### config.mk
export PLATFORM = sky130hd
export DESIGN_NAME = vending_input_cond
export DESIGN_NICKNAME = d
export VERILOG_FILES = /design/src/rtl/vending_input_cond.sv
export SDC_FILE = /design/constraint.sdc
export NUM_CORES = 1
export LEC_CHECK = 0
export BUFFER_PORTS_ARGS = -buffer_cell sky130_fd_sc_hd__buf_2
export CORE_UTILIZATION = 65
export CTS_BUF_LIST = sky130_fd_sc_hd__clkbuf_4
export DETAILED_ROUTE_END_ITERATION = 8
export GPL_TIMING_DRIVEN = 0
export PLACE_DENSITY_LB_ADDON = 0.05
export SKIP_CTS_REPAIR_TIMING = 1
export SYNTH_ARGS = -nofsm -noshare
export SYNTH_HDL_FRONTEND = slang
export SYNTH_SLANG_ARGS = --single-unit
### constraint.sdc
create_clock -name clk -period 6 [get_ports clk]
set_input_delay 0 -clock clk [delete_from_list [all_inputs] [get_ports clk]]
set_output_delay 0 -clock clk [all_outputs]
set_load 0.005 [all_outputs]
### src/rtl/vending_input_cond.sv
// vending_input_cond: sync/debounce of raw buttons, press pulses, coin FIFO and tick (optional VENDING_AUTOREPEAT_EN)
module vending_input_cond #(
  parameter int DEB_CYCLES = 1000000,
  parameter int TICK_DIV = 6000000,
  parameter int FIFO_DEPTH = 4
`ifdef VENDING_AUTOREPEAT_EN
  , parameter int REPEAT_CYCLES = 50000000
`endif
) (
  input  logic clk,
  input  logic SW3,
  input  logic L,
  input  logic R,
  input  logic U,
  input  logic D,
  input  logic SW0,
  input  logic SW1,
  input  logic SW2,
  input  logic coin_ready,
  output logic coin_valid,
  output logic [1:0] coin_val,
  output logic [$clog2(FIFO_DEPTH):0] coin_level,
  output logic coin_ovf,
  output logic refund_pulse,
  output logic down_pulse,
  output logic [2:0] sel_pulse,
  output logic tick
);
  localparam int AW = $clog2(FIFO_DEPTH);
  localparam int LW = AW + 1;
  localparam int DW = DEB_CYCLES > 1 ? $clog2(DEB_CYCLES) : 1;
  localparam int TW = TICK_DIV > 1 ? $clog2(TICK_DIV) : 1;
  localparam logic [DW-1:0] DEB_MAX = DW'(DEB_CYCLES - 1);
  localparam logic [TW-1:0] TICK_MAX = TW'(TICK_DIV - 1);

  logic [6:0] raw, sync1_q, sync2_q, stable_q, stable_d, prev_q, press_q, press_d;
  logic [DW-1:0] deb_cnt_q [7];
  logic [DW-1:0] deb_cnt_d [7];
  logic [1:0] mem_q [FIFO_DEPTH];
  logic [1:0] mem_d [FIFO_DEPTH];
  logic [AW-1:0] wptr_q, wptr_d, rptr_q, rptr_d;
  logic [LW-1:0] level_q, level_d;
  logic coin_valid_q, coin_valid_d, ovf_q, ovf_d;
  logic [1:0] push_val;
  logic push, pop, flush, full, accept;
  logic [TW-1:0] tick_cnt_q, tick_cnt_d;

  assign raw = {SW2, SW1, SW0, D, U, R, L};

  // per-input debounce: stable follows synced after DEB_CYCLES consecutive differing cycles
  always_comb begin
    stable_d = stable_q;
    press_d = prev_q & ~stable_q;
    for (int i = 0; i < 7; i++) begin
      deb_cnt_d[i] = '0;
      if (sync2_q[i] != stable_q[i]) begin
        if (deb_cnt_q[i] == DEB_MAX) stable_d[i] = sync2_q[i];
        else deb_cnt_d[i] = deb_cnt_q[i] + 1'b1;
      end
    end
  end

  // synchroniser, debounce state and registered press pulses
  always_ff @(posedge clk or negedge SW3) begin
    if (!SW3) begin
      sync1_q <= '1;
      sync2_q <= '1;
      stable_q <= '1;
      prev_q <= '1;
      press_q <= '0;
      for (int i = 0; i < 7; i++) deb_cnt_q[i] <= '0;
    end else begin
      sync1_q <= raw;
      sync2_q <= sync1_q;
      stable_q <= stable_d;
      prev_q <= stable_q;
      press_q <= press_d;
      for (int i = 0; i < 7; i++) deb_cnt_q[i] <= deb_cnt_d[i];
    end
  end

`ifdef VENDING_AUTOREPEAT_EN
  localparam int RW = REPEAT_CYCLES > 1 ? $clog2(REPEAT_CYCLES) : 1;
  localparam logic [RW-1:0] REP_MAX = RW'(REPEAT_CYCLES - 1);
  logic [RW-1:0] rep_cnt_q, rep_cnt_d;
  logic [1:0] held, rep_val;

  // repeat timer restarts on each coin press and clears on release
  always_comb begin
    held = ~stable_q[1:0];
    rep_val = (|held && !(|press_q[1:0]) && rep_cnt_q == REP_MAX) ? held : 2'b00;
    rep_cnt_d = (!(|held) || |press_q[1:0] || rep_cnt_q == REP_MAX) ? '0 : rep_cnt_q + 1'b1;
    push_val = press_q[1:0] | rep_val;
  end

  // repeat timer register
  always_ff @(posedge clk or negedge SW3) begin
    if (!SW3) rep_cnt_q <= '0;
    else rep_cnt_q <= rep_cnt_d;
  end
`else
  assign push_val = press_q[1:0];
`endif

  // coin FIFO next state: refund flush first, then push/pop with overflow tracking
  always_comb begin
    push = |push_val;
    flush = press_q[2];
    pop = coin_valid_q & coin_ready;
    full = level_q == LW'(FIFO_DEPTH);
    accept = push & (flush | ~full | pop);
    mem_d = mem_q;
    if (accept) mem_d[wptr_q] = push_val;
    wptr_d = wptr_q + AW'(accept);
    rptr_d = flush ? wptr_q : rptr_q + AW'(pop);
    level_d = flush ? LW'(accept) : level_q + LW'(accept) - LW'(pop);
    ovf_d = ovf_q | (push & ~accept);
    coin_valid_d = level_d != '0;
  end

  // coin FIFO registers
  always_ff @(posedge clk or negedge SW3) begin
    if (!SW3) begin
      for (int i = 0; i < FIFO_DEPTH; i++) mem_q[i] <= '0;
      wptr_q <= '0;
      rptr_q <= '0;
      level_q <= '0;
      ovf_q <= 1'b0;
      coin_valid_q <= 1'b0;
    end else begin
      mem_q <= mem_d;
      wptr_q <= wptr_d;
      rptr_q <= rptr_d;
      level_q <= level_d;
      ovf_q <= ovf_d;
      coin_valid_q <= coin_valid_d;
    end
  end

  // free-running tick divider
  always_comb tick_cnt_d = tick_cnt_q == TICK_MAX ? '0 : tick_cnt_q + 1'b1;

  // tick counter register
  always_ff @(posedge clk or negedge SW3) begin
    if (!SW3) tick_cnt_q <= '0;
    else tick_cnt_q <= tick_cnt_d;
  end

  assign tick = tick_cnt_q == TICK_MAX;
  assign coin_valid = coin_valid_q;
  assign coin_val = coin_valid_q ? mem_q[rptr_q] : 2'b00;
  assign coin_level = level_q;
  assign coin_ovf = ovf_q;
  assign refund_pulse = press_q[2];
  assign down_pulse = press_q[3];
  assign sel_pulse = press_q[6:4];
endmodule

Word level (Yosys, flattened, before mapping)
Index checks and enable logic that the tools add are counted.
{"block": "word_totals", "out_inout_bits": 13, "regBits": 215, "elab_cells": 105}
{"block": "op_classes", "n_reduce_logical": 10, "eq_ne": 16, "bitwise_logic": 12, "n_mux": 24, "add_sub_neg": 12, "n_lt_le_gt_ge": 3}
{"cell": "2-to-1 mux 20 bit", "count": 14}
{"cell": "adder 20 x 1 -> 20 bit, second input constant", "count": 7}
{"cell": "== test 20 bit, second input constant", "count": 7}
{"cell": "adder 23 x 1 -> 23 bit, second input constant", "count": 1}
{"cell": "== test 23 bit, second input constant", "count": 1}
{"cell": "2-to-1 mux 23 bit", "count": 1}
{"cell": "AND reduction 2 bit", "count": 7}
{"cell": "2-to-1 mux 2 bit", "count": 5}
{"cell": "bitwise mux 8 bit", "count": 1}
{"cell": "AND 7 bit", "count": 1}
{"cell": "!= test 1 bit", "count": 7}
{"cell": "NOT 7 bit", "count": 1}
{"cell": "greater-or-equal comparator 3 bit, second input constant", "count": 2}
{"cell": "NOT 2 -> 3 bit", "count": 2}
{"cell": "adder 2 x 1 -> 2 bit", "count": 2}
{"cell": "binary-select mux 2 bit (select 2 bit)", "count": 1}
{"cell": "demux 2 bit (select 2 bit)", "count": 1}
{"cell": "adder 3 x 1 -> 3 bit", "count": 1}
{"cell": "AND 1 bit", "count": 3}
{"cell": "== test 3 bit, second input constant", "count": 1}
{"cell": "less-than comparator 3 x 1 -> 1 bit, second input constant", "count": 1}
{"cell": "2-to-1 mux 3 bit", "count": 1}
{"cell": "OR 1 bit", "count": 3}
{"cell": "nonzero test 3 bit", "count": 1}
{"cell": "other kinds (4)", "count": 5}

Depth between registers and ports, before layout
{"block": "logic_depth", "word_depth": 9, "depth_mapped": 11, "mapped_depth_nobuf": 10}

Worst setup path after synthesis
Ideal clock, no wire load.
{"block": "synth_timing", "kind": "flip-flop to flip-flop", "startpoint": "register press_q[2]", "endpoint": "register coin_valid_q, in the netlist coin_valid", "slack_ns": 3.646, "setup_time_ns": 0.131, "path_stages_with_launch": 12, "synth_period_minus_slack_ns": 2.354, "arrival_time_ns": 2.223, "path_cell_list": "dfrtp_1 -> clkbuf_1 -> inv_1 -> a41o_1 -> ha_1 -> inv_1 -> ha_1 -> inv_1 -> fa_1 -> xnor2_1 -> nor2_1 -> or3_1"}
{"block": "synth_between", "elab_chain_len": 7}
{"item": "start, declared", "line_no": "36", "rtl": "logic [6:0] raw, sync1_q, sync2_q, stable_q, stable_d, prev_q, press_q, press_d;"}
{"item": "start signal, assigned", "line_no": "77", "rtl": "press_q <= press_d;"}
{"item": "OR 1 bit (2 in a row)", "line_no": "111", "rtl": "accept = push & (flush | ~full | pop);"}
{"item": "AND 1 bit", "line_no": "111"}
{"item": "adder 3 x 1 -> 3 bit", "line_no": "116", "rtl": "level_d = flush ? LW'(accept) : level_q + LW'(accept) - LW'(pop);"}
{"item": "subtractor 3 x 1 -> 3 bit", "line_no": "116"}
{"item": "2-to-1 mux 3 bit (*)", "line_no": "116"}
{"item": "via level_d[2]", "line_no": "42", "rtl": "logic [LW-1:0] level_q, level_d;"}
{"item": "nonzero test 3 bit (*)", "line_no": "118", "rtl": "coin_valid_d = level_d != '0;"}
{"item": "via coin_valid_d", "line_no": "43", "rtl": "logic coin_valid_q, coin_valid_d, ovf_q, ovf_d;"}
{"item": "end signal, assigned", "line_no": "136", "rtl": "coin_valid_q <= coin_valid_d;"}
{"item": "end, declared", "line_no": "43"}
The timed path passes the listed nets; every way through them passes the cells marked *.
A chain may end at the register's enable or synchronous reset.

Worst setup path in the final report
Ends and elaborated chain as after synthesis.

==> run summary <==
Critical R2R Capture - coin_valid
Crit-path slowest cell - dfrtp_1
critical path's top delay family - adder cells
Worst Setup EP - coin_valid
initial core utilization - 66.8%
most common cell after layout, fill and taps aside - dfrtp_1
HPWL after DPL - 12,000 µm
CP cell instances - clkbuf_1 -> inv_1 -> a41o_1 -> ha_1 -> inv_1 -> ha_1 -> inv_1 -> fa_1 -> xnor2_1 -> nor2_1 -> or3_1
Area Growth Syn to Fin - 12.1%
clk slew on worst S/H paths - 0.07 ns
Crit path largest cell delay - 0.38 ns
Crit Path Category - flip-flop to flip-flop
distinct cell type count after synthesis - 54
post-synthesis sequential area ratio - 53.4%
unrepaired setup endpoints after global routing - false
hold slack - -0.0276 ns
share of cells above drive strength 1 - 17.5%
DR iter-0 viols - 427
crit-path max FO - 8
Synth Flop Type - dfrtp_1
fin crit period - 2.63 ns
Die X-Extent - 127 µm
worst rel slew slack - 48.4%
Routed WL - 18,500 µm
crit path DAT - 3.14 ns
Syn Nets - 997
Port Buf Inserts - 22
CTS Sinks - 215
cell count after placement - 1,185
vias in the first global route - 7,322
P_leak - 4.75 nW
data required time of the critical path - 6.52 ns
synthesized flop and latch total - 215
vias per cell - 5.80
DRC - 0
first-pass GRT wire length - 32,900 µm
most frequent CP cell - inv_1
max-slew violations - 0
Synth async-reset ratio - 100%
Ys Warns - 0
largest net degree at the start of global routing - 117
commonest non-fill, non-tap cells in the layout - 187 x dfrtp_1, 117 x nor2_1, 87 x clkbuf_4
TritonCTS Buffers - 54
Setup crit start - press_q[2]
DIE AREA - 16,100 µm²
clk_lat worst skew - 0.65 ns
Reg2Reg Depth - 11
Nets - 1,090
max_cap viols - 0
antenna-violating nets left - 0
antenna violations before repair - 1
worst r2r src - press_q[2]
failing checks - negative hold slack
Rows - 45
Post-synth EDFFs - 0
Final period util - 43.8%
worst-margin pin slew - 0.770 ns
Mapped Area - 10,100 µm²
drt pass-1 iters - 4
Via Count - 7,533
io pins - 23
fmax - 381 MHz
htree depth - 2
WP buf/inv - 4
GRT Residual Overflow - 0
peak supply drop - 0.000185 V
R2R setup slack - 3.37 ns
Hold Crit Class - input pin to asynchronous set/reset pin
mean post-synth cell area - 10.4 µm²
# setup viols final - 0
GR Util All Layers - 24.7%
CTS tree - done
Final Hold Fails - 7
Vert. Die Dim - 127 µm
Clock Path Buffers - 3
clk_skew - 0.0380 ns
Mapped Cells - 974
clock root cell - clkbuf_4
Core ar. - 15,200 µm²
FILL cells - 1,110
CP endpoint kind - flip-flop
CP Depth - 11
Avg WL per Cell - 14.2 µm
GP Congestion - 0.805
Final Non-Filler Cells - 1,299
PwrDens - 257 nW/µm²
Setup TNS - 0 ns
status - finished, violations left
Setup crit start kind - flip-flop
-- synth_stat cells, types with 2 or more instances --
cell type,n,share of area (%)
a21oi_1,48,2.4
or3_2,2,0.15
nand4bb_1,2,0.22
o21ai_1,2,0.099
nor3_1,25,1.2
or4b_1,3,0.30
nor4bb_1,4,0.39
and3_1,15,0.92
or2_2,4,0.25
nand3_1,71,3.5
or4_1,30,2.2
nand4_1,29,1.8
o21ai_0,30,1.5
nand4b_1,2,0.17
dfrtp_1,187,46
ha_1,12,1.5
buf_2,6,0.30
o31ai_1,19,1.4
o31ai_4,3,0.63
nand2_1,56,2.1
mux2_2,16,1.8
or3_1,26,1.6
or4b_2,4,0.39
and2_1,8,0.49
xnor2_1,59,5.1
nor2b_1,10,0.62
nor4b_1,3,0.26
xor2_1,49,4.2
clkbuf_1,14,0.52
nor2_1,117,4.3
dfstp_2,28,7.2
buf_4,5,0.37
mux4_2,2,0.44
o41ai_1,3,0.26
nand4_2,3,0.37
and4_1,8,0.69
nor3b_1,3,0.22
inv_1,29,1.1
nor4_1,22,1.4
-- flip-flops by register name (all words and copies together), names as in the netlist --
| register | count |
|---|---|
| coin_ovf | 1 |
| sync2_q | 7 |
| stable_q | 7 |
| tick_cnt_q | 23 |
| mem_q | 8 |
| prev_q | 7 |
| deb_cnt_q | 140 |
| press_q | 7 |
| rptr_q | 2 |
| coin_level | 3 |
| coin_valid | 1 |
| sync1_q | 7 |
| wptr_q | 2 |
-- stage by stage --
step / cell area (µm²) / power (mW) / utilization, % / worst slack, ns
after global placement: 10500 / 1.72 / 69.0 / 1.39
after global routing: 11400 / 3.08 / 74.8 / 3.16
after CTS: 11200 / 2.97 / 73.9 / 3.35
after detailed placement: 10500 / 1.73 / 69.3 / 3.43
final: 11400 / 2.92 / 74.8 / 3.37
after floorplan: 10100 / 1.65 / - / 3.65
-- routing by layer --
| metal | track usage (%) | vias up | share of wire, % |
|---|---|---|---|
| met1 | 34.1 | 3642 | 48 |
| met2 | 39.7 | 147 | 46 |
| met5 | 0 | - | 0 |
| met3 | 4.60 | 31 | 4.0 |
| li1 | - | 3713 | - |
| met4 | 8.82 | 0 | 1.9 |
-- area by class of cell --
cell class / instances / area [µm²] / share of cell area, %
well taps: 188 / 235 / 2.07
inverters: 29 / 109 / 0.957
multi-input cells: 704 / 4500 / 39.6
repair buffers: 37 / 288 / 2.53
clock inverters: 12 / 46.3 / 0.407
clock buffers: 87 / 653 / 5.74
diodes: 1 / 2.50 / 0.0220
plain buffers: 26 / 125 / 1.10
flip-flops and latches: 215 / 5420 / 47.6
-- how the worst min path moves through the flow --
stage / startpoint / cells after the start / slack (ns) / end
2_1_floorplan: SW3 / 0 / -0.30 / coin_level[0]
3_3_place_gp: D / 1 / 0.10 / sync1_q[3]
3_5_place_dp: SW3 / 1 / 0.09 / coin_level[1]
4_1_cts: SW3 / 1 / -0.63 / coin_level[1]
5_1_grt: SW2 / 2 / -0.004 / sync1_q[6]
6_report: SW3 / 2 / -0.03 / coin_level[1]
-- cell families (layout without fill, tap and decap cells) --
kind of cell	count (synthesis)	after routing	share of synthesized area [%]
other	0	1	0
xor gates and xnor gates	108	108	9.32
and+or+nand+nor	453	453	24.2
AOI/OAI and AO/OA	111	111	6.78
muxes	19	19	2.32
adders and majority gates	13	13	1.68
buffers and inverters	55	191	2.31
DFF	215	215	53.4
-- worst register-to-register path, cell delays in order, from the launching register on --
cell	delay, ns
dfrtp_1	0.38
clkbuf_1	0.30
inv_1	0.10
a41o_1	0.26
ha_1	0.29
inv_1	0.06
ha_1	0.13
inv_1	0.05
fa_1	0.37
xnor2_1	0.18
nor2_1	0.07
or3_1	0.31
-- where the power goes --
| part | total [mW] | internal [mW] | switching, mW | leakage [nW] |
|---|---|---|---|---|
| sequential | 1.53 | 1.49 | 0.0415 | 2.85 |
| clock | 1.21 | 0.654 | 0.560 | 0.424 |
| combinational | 0.174 | 0.0730 | 0.101 | 1.47 |
(Power assumes the default switching activity.)
